## config.mk

```make
export PLATFORM = sky130hd
export DESIGN_NAME = ufm_block_driver
export DESIGN_NICKNAME = d
export VERILOG_FILES = /design/src/rtl/ufm_pkg.sv /design/src/rtl/ufm_word_ram.sv /design/src/rtl/ufm_block_driver.sv
export SDC_FILE = /design/constraint.sdc
export NUM_CORES = 2
export LEC_CHECK = 0
export BUFFER_PORTS_ARGS = -buffer_cell sky130_fd_sc_hd__buf_2
export CORE_MARGIN = 1
export CORE_UTILIZATION = 35
export DETAILED_ROUTE_END_ITERATION = 8
export PLACE_DENSITY = 0.58
export SYNTH_ARGS = -nofsm -noshare
export SYNTH_HDL_FRONTEND = slang
export SYNTH_SLANG_ARGS = --single-unit
```

## constraint.sdc

```tcl
create_clock -name clk -period 3.5 [get_ports clk]
set_input_delay 0.175 -clock clk [delete_from_list [all_inputs] [get_ports clk]]
set_output_delay 0.175 -clock clk [all_outputs]
set_load 0.02 [all_outputs]
```

## src/rtl/ufm_pkg.sv

```systemverilog
// Shared types and constants for the user-functional-module block driver.
package ufm_pkg;

  localparam int unsigned UFM_DEPTH = 64;
  localparam logic [7:0] CONFIG_PROCESS_DONE = 8'h89;

  typedef enum logic [3:0] {
    FuIdle    = 4'd0,
    FuLoad    = 4'd1,
    FuProcess = 4'd2,
    FuSave    = 4'd3,
    FuDone    = 4'd4
  } fu_state_e;

  typedef enum logic [2:0] {
    DrvIdle,
    DrvArm,
    DrvLoad,
    DrvWaitSave,
    DrvCapture,
    DrvRelease
  } drv_state_e;

endpackage

```

## src/rtl/ufm_word_ram.sv

```systemverilog
// Single-write-port word RAM with either a combinational or a registered read port.
module ufm_word_ram #(
  parameter int unsigned Depth    = 64,
  parameter int unsigned Width    = 32,
  parameter int unsigned AddrW    = $clog2(Depth),
  parameter bit          CombRead = 1'b0
) (
  input  logic             clk,
  input  logic             rst_n,
  input  logic             we,
  input  logic [AddrW-1:0] waddr,
  input  logic [Width-1:0] wdata,
  input  logic [AddrW-1:0] raddr,
  output logic [Width-1:0] rdata
);

  logic [Width-1:0] mem [Depth];

  always_ff @(posedge clk) begin
    if (we) mem[waddr] <= wdata;
  end

  if (CombRead) begin : g_comb_read
    logic unused_rst;
    assign unused_rst = rst_n;
    assign rdata      = mem[raddr];
  end else begin : g_sync_read
    // Non-blocking write means a same-address read returns the old word.
    always_ff @(posedge clk or negedge rst_n) begin
      if (!rst_n) rdata <= '0;
      else        rdata <= mem[raddr];
    end
  end

endmodule

```

## src/rtl/ufm_block_driver.sv

```systemverilog
// Initiator for the user functional module: streams a 64-word block in, captures 64 results,
// and reports sticky done/error status.
module ufm_block_driver import ufm_pkg::*; #(
  parameter int unsigned DEPTH          = UFM_DEPTH,
  parameter int unsigned TIMEOUT_CYCLES = 4096
) (
  input  logic        clk,
  input  logic        rst_n,
  input  logic        host_wr_en,
  input  logic [5:0]  host_wr_addr,
  input  logic [31:0] host_wr_data,
  input  logic [5:0]  host_rd_addr,
  output logic [31:0] host_rd_data,
  input  logic        host_start,
  output logic        busy,
  output logic        done,
  output logic        error,
  output logic        fu_start,
  output logic [7:0]  fu_data_in_addr,
  output logic [31:0] fu_data_in,
  input  logic [7:0]  fu_data_out_addr,
  input  logic [31:0] fu_data_out,
  input  logic [3:0]  fu_state
);

  localparam int unsigned CntW    = $clog2(TIMEOUT_CYCLES);
  localparam logic [CntW-1:0] TmoLast = CntW'(TIMEOUT_CYCLES - 1);
  localparam logic [7:0]      LastIdx = 8'(DEPTH - 1);

  drv_state_e      state_q;
  logic [CntW-1:0] tmo_cnt_q;
  logic            in_we;
  logic            cap_we;

  assign in_we  = host_wr_en && (state_q == DrvIdle);
  // WAIT_SAVE is included so the first SAVE word, seen on the transition cycle, is kept.
  assign cap_we = ((state_q == DrvWaitSave) || (state_q == DrvCapture)) &&
                  (fu_state == FuSave) && (fu_data_out_addr < 8'(DEPTH));

  ufm_word_ram #(
    .Depth    (DEPTH),
    .Width    (32),
    .CombRead (1'b1)
  ) u_in_buf (
    .clk   (clk),
    .rst_n (rst_n),
    .we    (in_we),
    .waddr (host_wr_addr),
    .wdata (host_wr_data),
    .raddr (fu_data_in_addr[5:0]),
    .rdata (fu_data_in)
  );

  ufm_word_ram #(
    .Depth    (DEPTH),
    .Width    (32),
    .CombRead (1'b0)
  ) u_out_buf (
    .clk   (clk),
    .rst_n (rst_n),
    .we    (cap_we),
    .waddr (fu_data_out_addr[5:0]),
    .wdata (fu_data_out),
    .raddr (host_rd_addr),
    .rdata (host_rd_data)
  );

  // The timeout counter restarts on every state change and on every streamed/captured word,
  // so it bounds stalls rather than the length of a healthy transfer.
  always_ff @(posedge clk or negedge rst_n) begin
    if (!rst_n) begin
      state_q         <= DrvIdle;
      tmo_cnt_q       <= '0;
      fu_start        <= 1'b0;
      fu_data_in_addr <= '0;
      busy            <= 1'b0;
      done            <= 1'b0;
      error           <= 1'b0;
    end else begin
      tmo_cnt_q <= (state_q == DrvIdle) ? '0 : tmo_cnt_q + CntW'(1);
      if ((state_q != DrvIdle) && (tmo_cnt_q == TmoLast)) begin
        state_q         <= DrvIdle;
        tmo_cnt_q       <= '0;
        fu_start        <= 1'b0;
        fu_data_in_addr <= '0;
        busy            <= 1'b0;
        error           <= 1'b1;
      end else begin
        unique case (state_q)
          DrvIdle: begin
            if (host_start) begin
              done            <= 1'b0;
              error           <= 1'b0;
              busy            <= 1'b1;
              fu_start        <= 1'b1;
              fu_data_in_addr <= '0;
              state_q         <= DrvArm;
            end
          end
          DrvArm: begin
            // Word 0 is consumed on the cycle LOAD is first seen.
            if (fu_state == FuLoad) begin
              fu_data_in_addr <= 8'd1;
              tmo_cnt_q       <= '0;
              state_q         <= DrvLoad;
            end
          end
          DrvLoad: begin
            if (fu_state == FuLoad) begin
              tmo_cnt_q <= '0;
              if (fu_data_in_addr == LastIdx) state_q <= DrvWaitSave;
              else fu_data_in_addr <= fu_data_in_addr + 8'd1;
            end
          end
          DrvWaitSave: begin
            if (fu_state == FuSave) begin
              tmo_cnt_q <= '0;
              state_q   <= DrvCapture;
            end
          end
          DrvCapture: begin
            if (fu_state == FuDone) begin
              fu_start        <= 1'b0;
              fu_data_in_addr <= '0;
              tmo_cnt_q       <= '0;
              state_q         <= DrvRelease;
            end else if (cap_we) begin
              tmo_cnt_q <= '0;
            end
          end
          DrvRelease: begin
            if (fu_state == FuIdle) begin
              done      <= 1'b1;
              busy      <= 1'b0;
              tmo_cnt_q <= '0;
              state_q   <= DrvIdle;
            end
          end
          default: state_q <= DrvIdle;
        endcase
      end
    end
  end

endmodule

```

Yosys cells after proc, flatten, opt, wreduce, memory -nomap -nowiden
Memories as Yosys holds them, arrays and structs flattened. A register that Yosys moved wholly into a read port is not among the register bits.
Cells that the tools add are included.
{"block": "totals", "mem_bits_rw": 4096, "input_bits": 92, "reg_bits": 27, "mem_count": 2, "word_cells": 95}
{"block": "classes", "muxes": 40, "bitwise": 1, "n_eq_ne": 20, "n_reduce_logical": 22, "magnitude_cmp": 1, "addsub": 2}
{"name": "u_in_buf.mem", "words": 64, "word_bits": 32, "rd": 1, "rd_ports_with_merged_regs": 0, "wr": 1, "line": "ufm_word_ram.sv:17", "rtl": "logic [Width-1:0] mem [Depth];"}
{"name": "u_out_buf.mem", "words": 64, "word_bits": 32, "rd": 1, "rd_ports_with_merged_regs": 1, "wr": 1, "line": "ufm_word_ram.sv:17"}
{"op": "$mux W12", "count": 7}
{"op": "$mux W8", "count": 6}
{"op": "$pmux W12 S4", "count": 1}
{"op": "$pmux W8 S4", "count": 1}
{"op": "$mux W3", "count": 8}
{"op": "$pmux W3 S6", "count": 1}
{"op": "$ne A3 B3 Y1 const B", "count": 5}
{"op": "$mux W1", "count": 13}
{"op": "$add A12 B1 Y12 const B", "count": 1}
{"op": "$eq A12 B12 Y1 const B", "count": 1}
{"op": "$reduce_bool A3 Y1", "count": 3}
{"op": "$add A8 B1 Y8 const B", "count": 1}
{"op": "$eq A8 B6 Y1 const B", "count": 1}
{"op": "$lt A8 B7 Y1 const B", "count": 1}
{"op": "$reduce_and A7 Y1", "count": 1}
{"op": "$eq A3 B2 Y1 const B", "count": 2}
{"op": "$eq A3 B3 Y1 const B", "count": 2}
{"op": "$ne A3 B1 Y1 const B", "count": 2}
{"op": "$pmux W1 S2", "count": 3}
{"op": "$reduce_and A3 Y1", "count": 2}
{"op": "$reduce_and A6 Y1", "count": 1}
{"op": "$reduce_bool A2 Y1", "count": 3}
{"op": "$reduce_bool A5 Y1", "count": 1}
{"op": "$eq A4 B1 Y1 const B", "count": 1}
{"op": "14 further kinds", "count": 18}

Logic depth before layout (Yosys ltp)
{"block": "depth", "ltp_word": 8, "mapped_depth": 11, "mapped_depth_nobuf": 7}

Modules after synthesis
Synthesis repeated with hierarchy kept, for this count alone.
{"block": "hier_totals", "hier_cells": 6803, "area_unflattened_um2": 158127.9}
{"mod": "ufm_word_ram at u_out_buf", "area_per_inst_um2": 78669.2, "cells_each": 3325, "n_inst": 1, "seq_area_each_um2": 62299.8}
{"mod": "ufm_word_ram at u_in_buf", "area_per_inst_um2": 77874.7, "cells_each": 3292, "n_inst": 1, "seq_area_each_um2": 61499.0}
{"mod": "ufm_block_driver", "area_per_inst_um2": 1584.0, "cells_each": 186, "n_inst": 1, "seq_area_each_um2": 675.6}

Worst setup path before layout
OpenSTA, ideal clock, no wires.
{"block": "synth_path", "kind": "register -> register", "from": "reg state_q[0]", "to": "mem u_out_buf.mem[62][0], enable pin", "period_less_slack_ps": 3394, "n_path_buf": 2, "stages_incl_launch_ff": 8, "required_ps": 3079, "slack_ps": 106, "arrival_time_ps": 2973, "cell_sequence": "dfrtp_1 -> clkbuf_1 -> clkbuf_1 -> nand3b_1 -> a21oi_1 -> nor2b_1 -> nand3_1 -> nor2_1"}
{"block": "synth_via", "elab_chain_len": 6, "elab_cells_between_ends": 7}
{"item": "from (decl)", "line": "ufm_block_driver.sv:30", "rtl": "drv_state_e state_q;"}
{"item": "from (signal assigned)", "line": "ufm_block_driver.sv:72", "rtl": "state_q <= DrvIdle;"}
{"item": "from (signal assigned)", "line": "ufm_block_driver.sv:82", "rtl": "state_q <= DrvIdle;"}
{"item": "from (signal assigned)", "line": "ufm_block_driver.sv:97", "rtl": "state_q <= DrvArm;"}
{"item": "$eq A3 B2 Y1 / $eq A3 B3 Y1 (equally long branches)", "line": "ufm_block_driver.sv:37", "rtl": "assign cap_we = ((state_q == DrvWaitSave) || (state_q == DrvCapture)) &&"}
{"item": "$logic_or A1 B1 Y1 *", "line": "ufm_block_driver.sv:37"}
{"item": "$logic_and A1 B1 Y1 *", "line": "ufm_block_driver.sv:37"}
{"item": "$logic_and A1 B1 Y1 *", "line": "ufm_block_driver.sv:38", "rtl": "(fu_state == FuSave) && (fu_data_out_addr < 8'(DEPTH));"}
{"item": "$mux W1 *", "line": "ufm_word_ram.sv:20", "rtl": "if (we) mem[waddr] <= wdata;"}
{"item": "$mux W1 (implied by the code) *", "line": "ufm_word_ram.sv:20"}
{"item": "to (decl)", "line": "ufm_word_ram.sv:17"}
Every way passes the cells marked *; elsewhere a longest branch is shown, timed or not.

Final worst setup path
{"block": "layout_path", "from": "reg fu_data_in_addr[0]", "to": "out fu_data_in[8]"}
{"block": "layout_via", "elab_chain_len": 1}
{"item": "from (decl)", "line": "ufm_block_driver.sv:19", "rtl": "output logic [7:0] fu_data_in_addr,"}
{"item": "from (signal assigned)", "line": "ufm_block_driver.sv:112", "rtl": "else fu_data_in_addr <= fu_data_in_addr + 8'd1;"}
{"item": "$mem_v2 Z64 W32"}
{"item": "to (decl)", "line": "ufm_block_driver.sv:20", "rtl": "output logic [31:0] fu_data_in,"}
Every way passes these cells.

==> out/qor.json <==
{
  "route.detailed.wl_per_inst": {"value": 30.1, "unit": "um"},
  "critical_path_class": {"value": "reg2out"},
  "mappedNetlistNets": {"value": 6925},
  "start_util": {"value": 35.2, "unit": "%"},
  "ctsLongestPathBuffers": {"value": 4},
  "final_area": {"value": 189000, "unit": "um2"},
  "number_of_antenna_violating_nets_in_the_routed_design": {"value": 0},
  "finalMaxSlewViolations": {"value": 0},
  "final_min_period_over_clock_period": {"value": 109, "unit": "%"},
  "port-buffer-count": {"value": 167},
  "max_clock_freq": {"value": 262, "unit": "MHz"},
  "worst_path_max_delay_cell": {"value": "dfrtp_4"},
  "use_met1": {"value": 24.1, "unit": "%"},
  "routed_wirelength": {"value": 424000, "unit": "um"},
  "cp-end-kind": {"value": "output port"},
  "numCtsBuffers": {"value": 422},
  "critical_path_arrival": {"value": 3.64, "unit": "ns"},
  "dp_hpwl": {"value": 240000, "unit": "um"},
  "setup_ws": {"value": -0.317, "unit": "ns"},
  "yosysUniqueCellTypes": {"value": 71},
  "netlist_area": {"value": 159000, "unit": "um2"},
  "via_count_of_the_first_global_routing_pass": {"value": 79100},
  "max_slew.worst_pin.slew": {"value": 1.36, "unit": "ns"},
  "yosysWarnings": {"value": 0},
  "critical_path.top_delay_family": {"value": "buffers and inverters"},
  "whs": {"value": 0.0455, "unit": "ns"},
  "skew": {"value": 0.100, "unit": "ns"},
  "dpl_cell_area": {"value": 172000, "unit": "um2"},
  "synth-async-reset-ratio": {"value": 1.42, "unit": "%"},
  "run_status": {"value": "finished with violations"},
  "coreArea": {"value": 450000, "unit": "um2"},
  "ys_ff_latch": {"value": 4155},
  "vias": {"value": 77200},
  "cts_tree": {"value": "built"},
  "grt.met3_usage": {"value": 2.57, "unit": "%"},
  "slew-limit-headroom": {"value": 9.26, "unit": "%"},
  "syn-instance-count": {"value": 6831},
  "grt_start_max_net_pins": {"value": 78},
  "report.power.total": {"value": 107000, "unit": "uW"},
  "globalRoute.totalOverflow": {"value": 0},
  "met2_track_demand_over_resource": {"value": 31.4, "unit": "%"},
  "report.final.hold_viol_count": {"value": 0},
  "fillerInstances": {"value": 38500},
  "synthesis.area_per_instance": {"value": 23.2, "unit": "um2"},
  "rsz0062_at_grt": {"value": "yes"},
  "period_needed": {"value": 3.82, "unit": "ns"},
  "number_of_nets_in_the_final_layout": {"value": 7832},
  "drc": {"value": 0},
  "drive_gt1_share": {"value": 34.3, "unit": "%"},
  "viasPerCell": {"value": 5.49},
  "most_used_layer_global_route": {"value": "met2"},
  "synth-main-ff-cell": {"value": "edfxtp_1"},
  "dr.pass1.iters": {"value": 6},
  "critPathMaxFanout": {"value": 8},
  "timing.hold.worst_path_depth": {"value": 1},
  "cp.required": {"value": 3.32, "unit": "ns"},
  "die_area": {"value": 456000, "unit": "um2"},
  "cts_num_sinks": {"value": 4155},
  "synth-seq-area-share": {"value": 78.4, "unit": "%"},
  "cts.reportedPaths.clkPinSlew": {"value": 0.06, "unit": "ns"},
  "design.portCount": {"value": 168},
  "timing.critical_path.cells": {"value": "buf_12 -> buf_4 -> buf_8 -> buf_8 -> buf_16 -> buf_12 -> mux4_2 -> mux2i_1 -> a211oi_1 -> buf_4 -> a22oi_2 -> nand2_1 -> buf_6"},
  "worstSetupStartpointType": {"value": "register"},
  "critical-path-max-stage-delay": {"value": 0.48, "unit": "ns"},
  "synth.area.top_cells": {"value": "edfxtp_1 77%, mux4_2 15%, mux2i_1 1.1%"},
  "cp_num_cells": {"value": 13},
  "grt_pass1_wl": {"value": 596000, "unit": "um"},
  "ctsRootBufferMaster": {"value": "clkbuf_16"},
  "timing.reg2reg.setup_slack": {"value": 0.16, "unit": "ns"},
  "worst-path-buf-inv": {"value": 8},
  "synth_top_area_share": {"value": 77.5, "unit": "%"},
  "die_h": {"value": 675, "unit": "um"},
  "clk-insertion-delay-late": {"value": 0.99, "unit": "ns"},
  "syn_to_final_growth": {"value": 19.3, "unit": "%"},
  "worst_min_path_class": {"value": "in2reg"},
  "die-width": {"value": 675, "unit": "um"},
  "setup_tns": {"value": -7.64, "unit": "ns"},
  "finalSetupViolations": {"value": 32},
  "htreeDepth": {"value": 5},
  "p_per_area": {"value": 565, "unit": "nW/um2"},
  "static-leakage-power": {"value": 0.0584, "unit": "uW"},
  "number_of_enable_flip_flop_cells_after_synthesis": {"value": 4096},
  "synth.largest_area_cell": {"value": "edfxtp_1"},
  "track_usage": {"value": 18.1, "unit": "%"},
  "gp_congestion": {"value": 0.791},
  "r2r_cell_count": {"value": 9},
  "antenna_found_initial": {"value": 29},
  "failing_checks": {"value": "negative setup slack"},
  "vdd.ir_drop.worst": {"value": 472, "unit": "uV"},
  "cap_viol_max_count": {"value": 0},
  "core.rowCount": {"value": 246},
  "detail_route.iter0.violations": {"value": 8597}
}
per-layer routing:
| layer | vias up | wire (um) |
|---|---|---|
| met5 | - | 75 |
| met4 | 12 | 11800 |
| met3 | 666 | 27800 |
| met2 | 3066 | 215000 |
| met1 | 42200 | 169000 |
| li1 | 31200 | - |
path summary, 6_finish.rpt:
kind | startpoint | endpoint
worst max-delay path | fu_data_in_addr[0]$_DFFE_PN0P_ | fu_data_in[8]
max in group asynchronous | rst_n | fu_data_in_addr[3]$_DFFE_PN0P_
worst max register to register | fu_data_in_addr[5]$_DFFE_PN0P_ | fu_data_in_addr[2]$_DFFE_PN0P_
worst min-delay path | host_wr_data[11] | u_in_buf.mem[1][11]$_DFFE_PP_
worst min register to register | tmo_cnt_q[0]$_DFF_PN0_ | tmo_cnt_q[0]$_DFF_PN0_
min in group asynchronous | rst_n | u_out_buf.rdata[30]$_DFF_PN0_
cells in the mapped netlist (all sizes together) (14+ instances only):
cell / instances
a22oi: 73
mux2: 16
nand3: 26
o22ai: 62
a211oi: 80
a21oi: 103
edfxtp: 4096
nor3: 14
and2: 14
o21ai: 36
mux2i: 176
nand2: 128
mux4: 1081
nor2b: 60
a31oi: 23
clkbuf: 127
a22o: 14
nand2b: 17
dfrtp: 59
o221ai: 38
nor2: 210
buf: 243
final cells by class:
cell class | instances | area [um2] | area share [%]
Sequential cell | 4155 | 124000 | 65.8
Antenna cell | 18 | 45.0 | 0.0238
Clock inverter | 243 | 2120 | 1.12
Timing Repair Buffer | 853 | 9720 | 5.13
Clock buffer | 528 | 11300 | 5.94
Multi-Input combinational cell | 2299 | 34200 | 18.1
Inverter | 7 | 26.3 | 0.0139
Tap cell | 5952 | 7450 | 3.93
stage by stage:
| step | cells | util [%] | setup slack [ns] |
|---|---|---|---|
| final | 14100 | 42.0 | -0.317 |
| after global routing | 14000 | 42.0 | -0.445 |
| after CTS | 14000 | 41.8 | -0.439 |
| after detailed placement | 13100 | 38.2 | -0.0764 |
| after global placement | 13100 | 38.2 | -0.390 |
| after floorplan | 6831 | - | 0.106 |
power breakdown:
part	internal, uW	total (uW)	switching, uW
sequential	54800	55000	109
clock	25300	43900	18700
combinational	3870	8050	4190
registers in the layout, indices dropped and copies added, names as in the netlist:
| signal | cells |
|---|---|
| u_in_buf.mem | 2048 |
| u_out_buf.mem | 2048 |
| u_out_buf.rdata | 32 |
| tmo_cnt_q | 12 |
| fu_data_in_addr | 8 |
| state_q | 3 |
| busy | 1 |
| done | 1 |
| error | 1 |
| fu_start | 1 |
logic make-up (layout without fill, tap and decap cells):
kind of cell,count (synthesis),count (layout),synth area share (%)
buffers and inverters,377,1631,1.26
adder cells (fa/ha/maj),2,2,0.0158
AND/OR/NAND/NOR,510,510,1.48
multiplexers,1273,1273,16.6
other,0,18,0
AO/OA/AOI/OAI,503,503,2.20
flip-flops,4155,4155,78.4
XOR/XNOR,11,11,0.0607
cells in the final DEF, fill, tap and decap left out, types with 59 or more instances in the layout:
cell type and n:
a211oi_1 69, a21oi_1 77, buf_12 197, buf_2 135
buf_4 354, clkbuf_1 89, clkbuf_16 444, clkinv_1 96
clkinv_2 82, dlygate4sd3_1 70, edfxtp_1 4096, mux2i_1 169
mux4_2 1081, nand2_1 121, nor2_1 59, nor2_4 141
what timing repair did:
item                                    in CTS  in global routing
hold buffers                                71                  0
gates resized for setup                    208                136
endpoints found under the hold margin     1854                  0
cloned                                      15                 11
setup buffers                               60                 30
endpoints found under the setup margin      38                 32
pin swaps                                   25                 46
Power figures use the tool's default switching activity.
